===== config.mk =====
export PLATFORM = sky130hd
export DESIGN_NAME = wishbone_bus_if
export DESIGN_NICKNAME = d
export VERILOG_FILES = /design/src/rtl/wishbone_bus_if_pkg.sv /design/src/rtl/wishbone_bus_if.sv
export SDC_FILE = /design/constraint.sdc
export NUM_CORES = 1
export LEC_CHECK = 0
export BUFFER_PORTS_ARGS = -buffer_cell sky130_fd_sc_hd__buf_2
export CAP_MARGIN = 5
export CORE_ASPECT_RATIO = 0.9
export CORE_MARGIN = 2
export CORE_UTILIZATION = 40
export DETAILED_ROUTE_END_ITERATION = 6
export HOLD_SLACK_MARGIN = 0.15
export PLACE_DENSITY = 0.74
export SETUP_SLACK_MARGIN = 0.05
export SKIP_CTS_REPAIR_TIMING = 1
export SLEW_MARGIN = 20
export SYNTH_ARGS = -nofsm -noshare
export SYNTH_HDL_FRONTEND = slang
export SYNTH_SLANG_ARGS = --single-unit

===== constraint.sdc =====
create_clock -name clk -period 2 [get_ports clk]
set_clock_uncertainty 0.05 [all_clocks]
set_input_delay 0.1 -clock clk [delete_from_list [all_inputs] [get_ports clk]]
set_output_delay 0.1 -clock clk [all_outputs]
set_load 0.03 [all_outputs]

===== src/rtl/wishbone_bus_if_pkg.sv =====
// Shared types and constants for the per-stage Wishbone classic master.
//   wb_state_e : bus-cycle FSM states
//   wb_req_t   : registered bus request payload (addr/data/we/sel)
package wishbone_bus_if_pkg;

   localparam int unsigned ADDR_W  = 32;
   localparam int unsigned DATA_W  = 32;
   localparam int unsigned SEL_W   = 4;
   localparam int unsigned STALL_W = 6;

   localparam logic STOP       = 1'b1;
   localparam logic NO_STOP    = 1'b0;
   localparam logic RST_ENABLE = 1'b0;   // reset is active-low

   localparam logic [DATA_W-1:0] ZERO_WORD = '0;

   typedef enum logic [1:0] {
      WB_IDLE           = 2'b00,
      WB_BUSY           = 2'b01,
      WB_WAIT_FOR_STALL = 2'b11
   } wb_state_e;

   typedef struct packed {
      logic [ADDR_W-1:0] addr;
      logic [DATA_W-1:0] data;
      logic              we;
      logic [SEL_W-1:0]  sel;
   } wb_req_t;

endpackage


===== src/rtl/wishbone_bus_if.sv =====
// Wishbone B4 classic master for one pipeline stage. Turns a stage memory
// request into a single bus cycle, stalls the stage while it is outstanding,
// and holds read data while the stage itself is frozen by the controller.
// Ports:
//   clk, rst            clock, synchronous active-low reset
//   stall_i, flush_i    controller stall vector and flush
//   cpu_*_i             stage request (ce/addr/data/we/sel)
//   cpu_data_o          read data back to the stage (combinational)
//   stallreq_o          stall request to the controller (combinational)
//   wishbone_*          bus side; all *_o registered
module wishbone_bus_if
   import wishbone_bus_if_pkg::*;
#(
   parameter int unsigned STALL_IDX = 1
) (
   input  logic               clk,
   input  logic               rst,
   input  logic [STALL_W-1:0] stall_i,
   input  logic               flush_i,
   input  logic               cpu_ce_i,
   input  logic [ADDR_W-1:0]  cpu_addr_i,
   input  logic [DATA_W-1:0]  cpu_data_i,
   input  logic               cpu_we_i,
   input  logic [SEL_W-1:0]   cpu_sel_i,
   output logic [DATA_W-1:0]  cpu_data_o,
   output logic               stallreq_o,
   input  logic [DATA_W-1:0]  wishbone_data_i,
   input  logic               wishbone_ack_i,
   output logic [ADDR_W-1:0]  wishbone_addr_o,
   output logic [DATA_W-1:0]  wishbone_data_o,
   output logic               wishbone_we_o,
   output logic [SEL_W-1:0]   wishbone_sel_o,
   output logic               wishbone_stb_o,
   output logic               wishbone_cyc_o
);

   wb_state_e         state_q, state_d;
   wb_req_t           req_q, req_d;
   logic              stb_q, stb_d;
   logic              cyc_q, cyc_d;
   logic [DATA_W-1:0] rd_buf_q, rd_buf_d;

   logic stage_stalled;
   logic unused_stall;

   assign stage_stalled = stall_i[STALL_IDX];
   assign unused_stall  = ^stall_i;

   // State and bus registers
   always_ff @(posedge clk) begin
      if (rst == RST_ENABLE) begin
         state_q  <= WB_IDLE;
         req_q    <= '0;
         stb_q    <= 1'b0;
         cyc_q    <= 1'b0;
         rd_buf_q <= ZERO_WORD;
      end else begin
         state_q  <= state_d;
         req_q    <= req_d;
         stb_q    <= stb_d;
         cyc_q    <= cyc_d;
         rd_buf_q <= rd_buf_d;
      end
   end

   // Next state, next bus values and stage-facing outputs
   always_comb begin
      state_d    = state_q;
      req_d      = req_q;
      stb_d      = stb_q;
      cyc_d      = cyc_q;
      rd_buf_d   = rd_buf_q;
      stallreq_o = NO_STOP;
      cpu_data_o = ZERO_WORD;

      unique case (state_q)
         WB_IDLE: begin
            req_d = '0;
            stb_d = 1'b0;
            cyc_d = 1'b0;
            if (cpu_ce_i && !flush_i) begin
               req_d.addr = cpu_addr_i;
               req_d.data = cpu_data_i;
               req_d.we   = cpu_we_i;
               req_d.sel  = cpu_sel_i;
               stb_d      = 1'b1;
               cyc_d      = 1'b1;
               rd_buf_d   = ZERO_WORD;
               state_d    = WB_BUSY;
               // Stall in the request cycle so the stage cannot advance early
               stallreq_o = STOP;
            end
         end

         WB_BUSY: begin
            if (flush_i) begin
               // Abort; any ack data in this cycle is dropped
               req_d    = '0;
               stb_d    = 1'b0;
               cyc_d    = 1'b0;
               rd_buf_d = ZERO_WORD;
               state_d  = WB_IDLE;
            end else if (wishbone_ack_i) begin
               req_d = '0;
               stb_d = 1'b0;
               cyc_d = 1'b0;
               if (!req_q.we) begin
                  rd_buf_d   = wishbone_data_i;
                  cpu_data_o = wishbone_data_i;
               end
               state_d = stage_stalled ? WB_WAIT_FOR_STALL : WB_IDLE;
            end else begin
               stallreq_o = STOP;
            end
         end

         WB_WAIT_FOR_STALL: begin
            // Stage is frozen by someone else; keep presenting the acked word
            cpu_data_o = rd_buf_q;
            if (flush_i) begin
               rd_buf_d = ZERO_WORD;
               state_d  = WB_IDLE;
            end else if (!stage_stalled) begin
               state_d = WB_IDLE;
            end
         end

         default: begin
            state_d = WB_IDLE;
         end
      endcase

      if (rst == RST_ENABLE) begin
         stallreq_o = NO_STOP;
         cpu_data_o = ZERO_WORD;
      end
   end

   assign wishbone_addr_o = req_q.addr;
   assign wishbone_data_o = req_q.data;
   assign wishbone_we_o   = req_q.we;
   assign wishbone_sel_o  = req_q.sel;
   assign wishbone_stb_o  = stb_q;
   assign wishbone_cyc_o  = cyc_q;

endmodule


==> impl_metrics.tcl, run 1 <==
set metrics [dict create \
    fp.dieW_microns 107 \
    grt_use_total_pct 19.5 \
    io_buffers 210 \
    core.rowCount 33 \
    slew_viol_final 0 \
    clock_tree.root_cell "clkbuf_8" \
    final_cell_count_no_fill 791 \
    hold_ws_ps 374 \
    setup_viol 0 \
    yosysTopAreaCell "dfxtp_1" \
    layout-drive-gt1-share_pct 40.7 \
    min_path_type "in -> reg" \
    nets 776 \
    worstPathArrival_ps 1810 \
    hold_viol 0 \
    status "finished clean" \
    worst_skew_pair.late_latency_ps 360 \
    coreArea_sq_mm 0.00921 \
    post-route-min-period_ps 1960 \
    synth.distinct_cells 24 \
    postRouteAntennaNets 0 \
    die-area_sq_mm 0.0104 \
    grt_start_max_net_pins 70 \
    grt_pass1_vias 3344 \
    ir_drop_mv 0.408 \
    overflow 0 \
    required_ps 1850 \
    clockBufferDepth 2 \
    cts_inserted_buffers 9 \
    nFillCells 612 \
    yosys_warnings 0 \
    first_pass_iters 4 \
    antenna_found_initial 0 \
    max-cap-violations 0 \
    final_util_pct 72.2 \
    initial_core_util_pct 41.7 \
    synthCells 361 \
    yosys_register_bits 104 \
    cts.sinks 104 \
    gp_congestion 0.730 \
    critPathKind "reg -> out" \
    vias 4069 \
    p_per_area_mw_per_mm2 622 \
    synth_area_sq_mm 0.00384 \
    worst_pin_slew_ps 499 \
    ios 216 \
    startpoint_type "flip-flop" \
    synthArstFlopShare_pct 0 \
    synth_enable_flop_cells 0 \
    die_h_microns 96.9 \
    rsz0062_at_grt "true" \
    hpwl_microns 7040 \
    synth_top_cell_area_share_pct 54.3 \
    post_drt_wl_per_cell_microns 17.1 \
    drc 0 \
    multi_input_area_sq_mm 0.00168 \
    synth.top_cells.by_count "104 x dfxtp_1, 101 x a22o_1, 34 x nand2_1" \
    dp_cells 662 \
    cts_tree "built" \
    viasPerCell 5.14 \
    yosysSeqAreaShare_pct 54.3 \
    n_antenna_cell 0 \
    end_kind "output port" \
    worst-path-max-fanout 8 \
    synth.avg_cell_area_sq_um 10.6 \
    seq_area_sq_mm 0.00209 \
    syn_nets 473 \
    wl_microns 13600 \
    drtIter0Drc 206 \
    ys.flop_type "dfxtp_1" \
    grt_first_pass_wirelength_microns 16700 \
    fmax_mhz 511 \
    syn_to_final_growth_pct 73.3 \
    maxSlewHeadroom_pct 66.7 \
    clkTransAtPathRegs_ps 110 \
    synth_area_leaders "dfxtp_1 54%, a22o_1 23%, nand3b_1 6.3%, a21oi_1 4.2%, nand2_1 3.3%" \
    synth_most_common_cell "dfxtp_1" \
    cts_max_level 3 \
    fin_crit_sh_pct 97.9 \
    leakagePower_nw 2.94 \
]
## flip-flops by register name (all words and copies together) (netlist names)
name / flops
state_q: 2
wishbone_sel_o: 4
wishbone_data_o: 32
rd_buf_q: 32
wishbone_we_o: 1
wishbone_addr_o: 32
wishbone_cyc_o: 1
## cell usage in the layout (no fill, tap or decap), drive strengths merged
master	n
dfxtp	104
a21oi	32
a21boi	1
inv	3
bufinv	1
nand2	34
or4bb	1
clkinv	3
nand3b	32
a2111oi	1
and3b	1
dlygate4sd3	107
and2	1
nor4b	1
a22o	101
and4	1
nand4b	1
nor4bb	1
o21ai	1
nand2b	2
clkbuf	11
o21a	1
nor3b	1
buf	223
or4b	1
nor2	3
## where the power goes
group / total [W] / switching (W) / leakage (nW) / internal [W]
combinational: 0.000582 / 0.000278 / 1.99 / 0.000304
clock: 0.00141 / 0.000790 / 0.110 / 0.000616
sequential: 0.00215 / 0.0000295 / 0.845 / 0.00212
total: 0.00414 / 0.00110 / 2.94 / 0.00304
## stage by stage
| step | setup slack [ps] | power, W | TNS (ps) | area (sq um) |
|---|---|---|---|---|
| 2_1_floorplan | 64.7 | 0.00240 | 0 | 3840 |
| 3_3_place_gp | 227 | 0.00257 | 0 | 5000 |
| 3_5_place_dp | 207 | 0.00258 | 0 | 5000 |
| 4_1_cts | -170 | 0.00399 | -4310 | 5220 |
| 5_1_grt | -43.4 | 0.00429 | -313 | 6650 |
| 6_report | 42.6 | 0.00414 | 0 | 6650 |
## worst paths after layout
check	end	start	cells past startpoint	slack (ps)
max	cpu_data_o[3]	wishbone_we_o$_SDFFE_PN0P_	6	40
min	wishbone_data_o[25]$_SDFFE_PN0P_	cpu_ce_i	4	370
max reg2reg	wishbone_cyc_o$_SDFFE_PN0P_	state_q[0]$_SDFFE_PN0P_	4	120
min reg2reg	wishbone_data_o[31]$_SDFFE_PN0P_	wishbone_data_o[31]$_SDFFE_PN0P_	1	430
## final cells by class
type	count	area share, %
Timing Repair Buffer	332	37.7
Sequential cell	104	31.4
Multi-Input combinational cell	217	25.2
Tap cell	122	2.30
Clock buffer	9	1.86
Clock inverter	7	1.47
## metal layers
layer  track usage, %  vias to the layer above  wire (microns)
met3             5.46                       27             987
met2             31.4                      207            6690
li1                 -                     1950               -
met5                0                        -               0
met1             25.6                     1885            5570
met4             5.39                        0             315
## logic make-up (layout without fill, tap and decap cells)
logic type | Yosys count | in the layout | synth area share (%)
compound gates | 137 | 137 | 28.0
buf+inv | 40 | 348 | 5.22
flops | 104 | 104 | 54.3
simple gates | 80 | 80 | 12.5
## critical path, stage by stage (launching register included)
cell      delay [ps]
dfxtp_4          380
nor4bb_4         290
buf_6            180
buf_6            140
nand3b_1          80
a21oi_1          180
buf_4            190
(Power assumes the default switching activity.)
==> run 2, diff against run 1 <==
- clock period: 2 -> 2.12 ns (I/O delays scaled with it)
==> impl_metrics.tcl, run 2 (synthesized netlist as in run 1, its figures left out) <==
set metrics [dict create \
    status "finished clean" \
    post_drt_wl_per_cell_microns 16.5 \
    drc 0 \
    worst_pin_slew_ps 439 \
    leakagePower_nw 2.89 \
    layout_commonest_cell "buf_2" \
    nFillCells 651 \
    p_comb_share_pct 14.2 \
    placed_cell_area_sq_mm 0.00497 \
    vias 4109 \
    fin_crit_sh_pct 93.6 \
    setup_viol 0 \
    clockBufferDepth 2 \
    slew_viol_final 0 \
    cts_inserted_buffers 9 \
    swShare_pct 27.0 \
    wl_microns 13100 \
    io_buffers 210 \
    dp_cells 663 \
    p_seq_share_pct 54.2 \
    grt_use_total_pct 19.8 \
    clkPwrFrac_pct 31.7 \
    overflow 0 \
    startpoint_type "flip-flop" \
    reg2reg_depth 4 \
    postRouteAntennaNets 0 \
    layout-drive-gt1-share_pct 36.9 \
    viasPerCell 5.21 \
    multi_input_area_sq_mm 0.00158 \
    p_int_w 0.00274 \
    cts_tree "built" \
    grt_start_max_net_pins 70 \
    nets 774 \
    end_kind "output port" \
    maxSlewHeadroom_pct 70.7 \
    hold_viol 0 \
    p_switching_w 0.00101 \
    syn_to_final_growth_pct 64.3 \
    critPathKind "reg -> out" \
    fmax_mhz 504 \
    cts.sinks 104 \
    rsz0062_at_grt "true" \
    clock_tree.root_cell "clkbuf_8" \
    post-route-min-period_ps 1990 \
    hpwl_microns 7380 \
    grt_pass1_vias 3395 \
    die-area_sq_mm 0.0104 \
    min_path_type "in -> reg" \
    ios 216 \
    p_per_area_mw_per_mm2 594 \
    antenna_found_initial 0 \
    worst_skew_pair.late_latency_ps 350 \
    n_antenna_cell 0 \
    max-cap-violations 0 \
    required_ps 1960 \
    final_cell_mix "203 x buf_2, 107 x dlygate4sd3_1, 101 x a22o_1, 101 x dfxtp_1, 34 x nand2_1" \
    first_pass_iters 4 \
    ir_drop_mv 0.357 \
    die_h_microns 96.9 \
    initial_core_util_pct 41.7 \
    coreArea_sq_mm 0.00921 \
    seq_area_sq_mm 0.00209 \
    worstPathArrival_ps 1830 \
    grt_first_pass_wirelength_microns 16700 \
    drtIter0Drc 195 \
    cts_max_level 3 \
    fp.dieW_microns 107 \
    clkTransAtPathRegs_ps 100 \
    final_cell_count_no_fill 789 \
    whs_path_depth 3 \
    design_area_sq_mm 0.00630 \
    core.rowCount 33 \
    gp_congestion 0.766 \
    worst-path-max-fanout 10 \
]
[run 2: cell types whose count changed in the layout (fill, tap and decap cells not counted), sizes merged]
cell,change
buf,-1
bufinv,-1
[run 2: power by group through the flow]
stage | Clock [W] | Sequential, W | Combinational [W]
final | 0.00119 | 0.00203 | 0.000531
after global routing | 0.00132 | 0.00204 | 0.000565
after CTS | 0.00122 | 0.00203 | 0.000362
after detailed placement | 0 | 0.00207 | 0.000364
after global placement | 0 | 0.00207 | 0.000354
after floorplan | 0 | 0.00214 | 0.000122
[run 2: metrics by stage]
step           total power [W]  setup WS [ps]  TNS [ps]  utilization [%]  hold slack (ps)
3_3_place_gp           0.00242            291         0             53.9              264
3_5_place_dp           0.00244            290         0             53.9              268
6_report               0.00375            135         0             68.5              162
4_1_cts                0.00361           -131     -2520             56.0             -126
2_1_floorplan          0.00226            100         0                -              172
5_1_grt                0.00392           15.0         0             68.5              193
[run 2: worst paths after layout]
| path | from | end | slack, ps |
|---|---|---|---|
| min | flush_i | state_q[0]$_SDFFE_PN0P_ | 160 |
| max | wishbone_we_o$_SDFFE_PN0P_ | cpu_data_o[18] | 130 |
| max reg2reg | state_q[0]$_SDFFE_PN0P_ | state_q[1]$_SDFFE_PN0P_ | 260 |
| min reg2reg | wishbone_data_o[26]$_SDFFE_PN0P_ | wishbone_data_o[26]$_SDFFE_PN0P_ | 430 |
[run 2: critical path: stages, from the launching register on]
cell and delay [ps]:
dfxtp_2 370, nor4bb_4 280, buf_4 190, buf_4 180, nand3b_1 90, a21oi_1 160
clkbuf_4 210
[run 2: cell type report]
type	count	area share [%]
clock inverters	6	0.992
clock buffers	10	2.02
well taps	122	2.42
flip-flops and latches	104	33.2
repair buffers	330	36.3
multi-input cells	217	25.1
[run 2: per-layer routing]
| metal | routed length, microns | GRT usage, % |
|---|---|---|
| met1 | 5120 | 24.5 |
| met2 | 6820 | 32.3 |
| met3 | 957 | 7.08 |
| met4 | 158 | 5.79 |
| met5 | 0 | 0 |
==> run 3, diff against run 2 <==
- CORE_UTILIZATION: 40 -> 44
- CTS_BUF_LIST: default -> sky130_fd_sc_hd__clkbuf_16
- PLACE_DENSITY: 0.74 -> 0.8
==> impl_metrics.tcl, run 3 (synthesized netlist as in run 1, its figures left out) <==
set metrics [dict create \
    setup_tns_ps 0 \
    leakagePower_nw 2.91 \
    p_per_area_mw_per_mm2 673 \
    hold_ws_ps 137 \
    worst-path-max-fanout 13 \
    overflow 0 \
    final_cell_mix "210 x buf_2, 106 x dlygate4sd3_1, 103 x dfxtp_1" \
    grt_pass1_vias 3264 \
    setup.worst_path.start "state_q[0]$_SDFFE_PN0P_" \
    gp_congestion 0.772 \
    critical_path.cell_chain "nor4bb_4, buf_4, nand3b_1, a21oi_1, buf_2" \
    crit_path_top_delay_cell "dfxtp_2" \
    fin_crit_sh_pct 94.1 \
    min_path_type "in -> reg" \
    rr_startpoint "state_q[1]$_SDFFE_PN0P_" \
    cts_max_level 3 \
    vias 4169 \
    startpoint_type "flip-flop" \
    clkTransAtPathRegs_ps 70 \
    critPathKind "reg -> out" \
    clockBufferDepth 2 \
    clock_tree.root_cell "clkbuf_16" \
    dp_cells 660 \
    slew_viol_final 0 \
    cts_tree "built" \
    fmax_mhz 501 \
    final_util_pct 74.3 \
    ir_drop_mv 0.541 \
    post_drt_wl_per_cell_microns 16.5 \
    layout_commonest_cell "buf_2" \
    n_antenna_cell 0 \
    worst_pin_slew_ps 365 \
    coreArea_sq_mm 0.00853 \
    drc 0 \
    hold_viol 0 \
    slowest_delay_ps 440 \
    syn_to_final_growth_pct 65.3 \
    fp.dieW_microns 102 \
    rsz0062_at_grt "true" \
    cts.sinks 104 \
    worstPathArrival_ps 1840 \
    end_kind "output port" \
    nets 770 \
    grt_first_pass_wirelength_microns 15300 \
    core.rowCount 32 \
    final_cell_count_no_fill 782 \
    layout-drive-gt1-share_pct 36.3 \
    setup_viol 0 \
    die-area_sq_mm 0.00948 \
    max-cap-violations 0 \
    finalPower_w 0.00427 \
    wl_microns 12900 \
    required_ps 1960 \
    maxSlewHeadroom_pct 75.6 \
    grt_start_max_net_pins 70 \
    worst_skew_pair.late_latency_ps 330 \
    cts_inserted_buffers 9 \
    initial_core_util_pct 45.0 \
    drtIter0Drc 180 \
    ios 216 \
    postRouteAntennaNets 0 \
    grt_use_total_pct 19.9 \
    hpwl_microns 7090 \
    crit_path_end "cpu_data_o[25]" \
    viasPerCell 5.33 \
    first_pass_iters 4 \
    regToRegSetupSlack_ps 440 \
    io_buffers 210 \
    post-route-min-period_ps 2000 \
    r2r-end "rd_buf_q[5]$_SDFFE_PN0P_" \
    status "finished clean" \
    antenna_found_initial 0 \
    reg2reg_depth 3 \
    die_h_microns 92.6 \
]
## run 3: power by group
group	switching [W]	internal [W]	leakage [nW]
Sequential	0.0000312	0.00200	0.844
Clock	0.000769	0.000941	0.150
Combinational	0.000250	0.000274	1.92
Total	0.00105	0.00322	2.91
## run 3: cell type report
type                    instances  area [sq um]
clock buffers                   9           225
clock inverters                 7          86.3
fillers                       599          2190
multi-input cells             217          1580
flip-flops and latches        104          2080
well taps                     119           149
repair buffers                326          2220
## run 3: critical path, delay by kind of cell, from the launching register on
family | cells | cell delay (ps)
simple gates | 2 | 400
buf+inv | 2 | 480
compound gates | 1 | 180
flops | 1 | 440
## run 3: per-stage QoR
step | instance area (sq um) | setup slack [ps]
4_1_cts | 5270 | -20.9
3_3_place_gp | 4960 | 380
6_report | 6340 | 125
3_5_place_dp | 4960 | 351
2_1_floorplan | 3840 | 100
5_1_grt | 6340 | -31.0
## run 3: worst min-delay path by stage
stage              startpoint                          endpoint  slack (ps)  cells after the start
6_report             cpu_ce_i       wishbone_cyc_o$_SDFFE_PN0P_         140                      3
5_1_grt              cpu_ce_i       wishbone_cyc_o$_SDFFE_PN0P_         160                      3
4_1_cts        cpu_data_i[29]  wishbone_data_o[29]$_SDFFE_PN0P_         -90                      2
3_5_place_dp   cpu_data_i[28]  wishbone_data_o[28]$_SDFFE_PN0P_         270                      2
3_3_place_gp   cpu_addr_i[19]  wishbone_addr_o[19]$_SDFFE_PN0P_         260                      2
2_1_floorplan  wishbone_ack_i           state_q[1]$_SDFFE_PN0P_         170                      2
## run 3: routing by layer
metal	global-route usage [%]	vias to the layer above	part of all wire, %
met1	24.5	2004	41
met4	6.11	0	1.7
met5	0	-	0
met2	33.3	209	51
li1	-	1937	-
met3	5.96	19	6.6
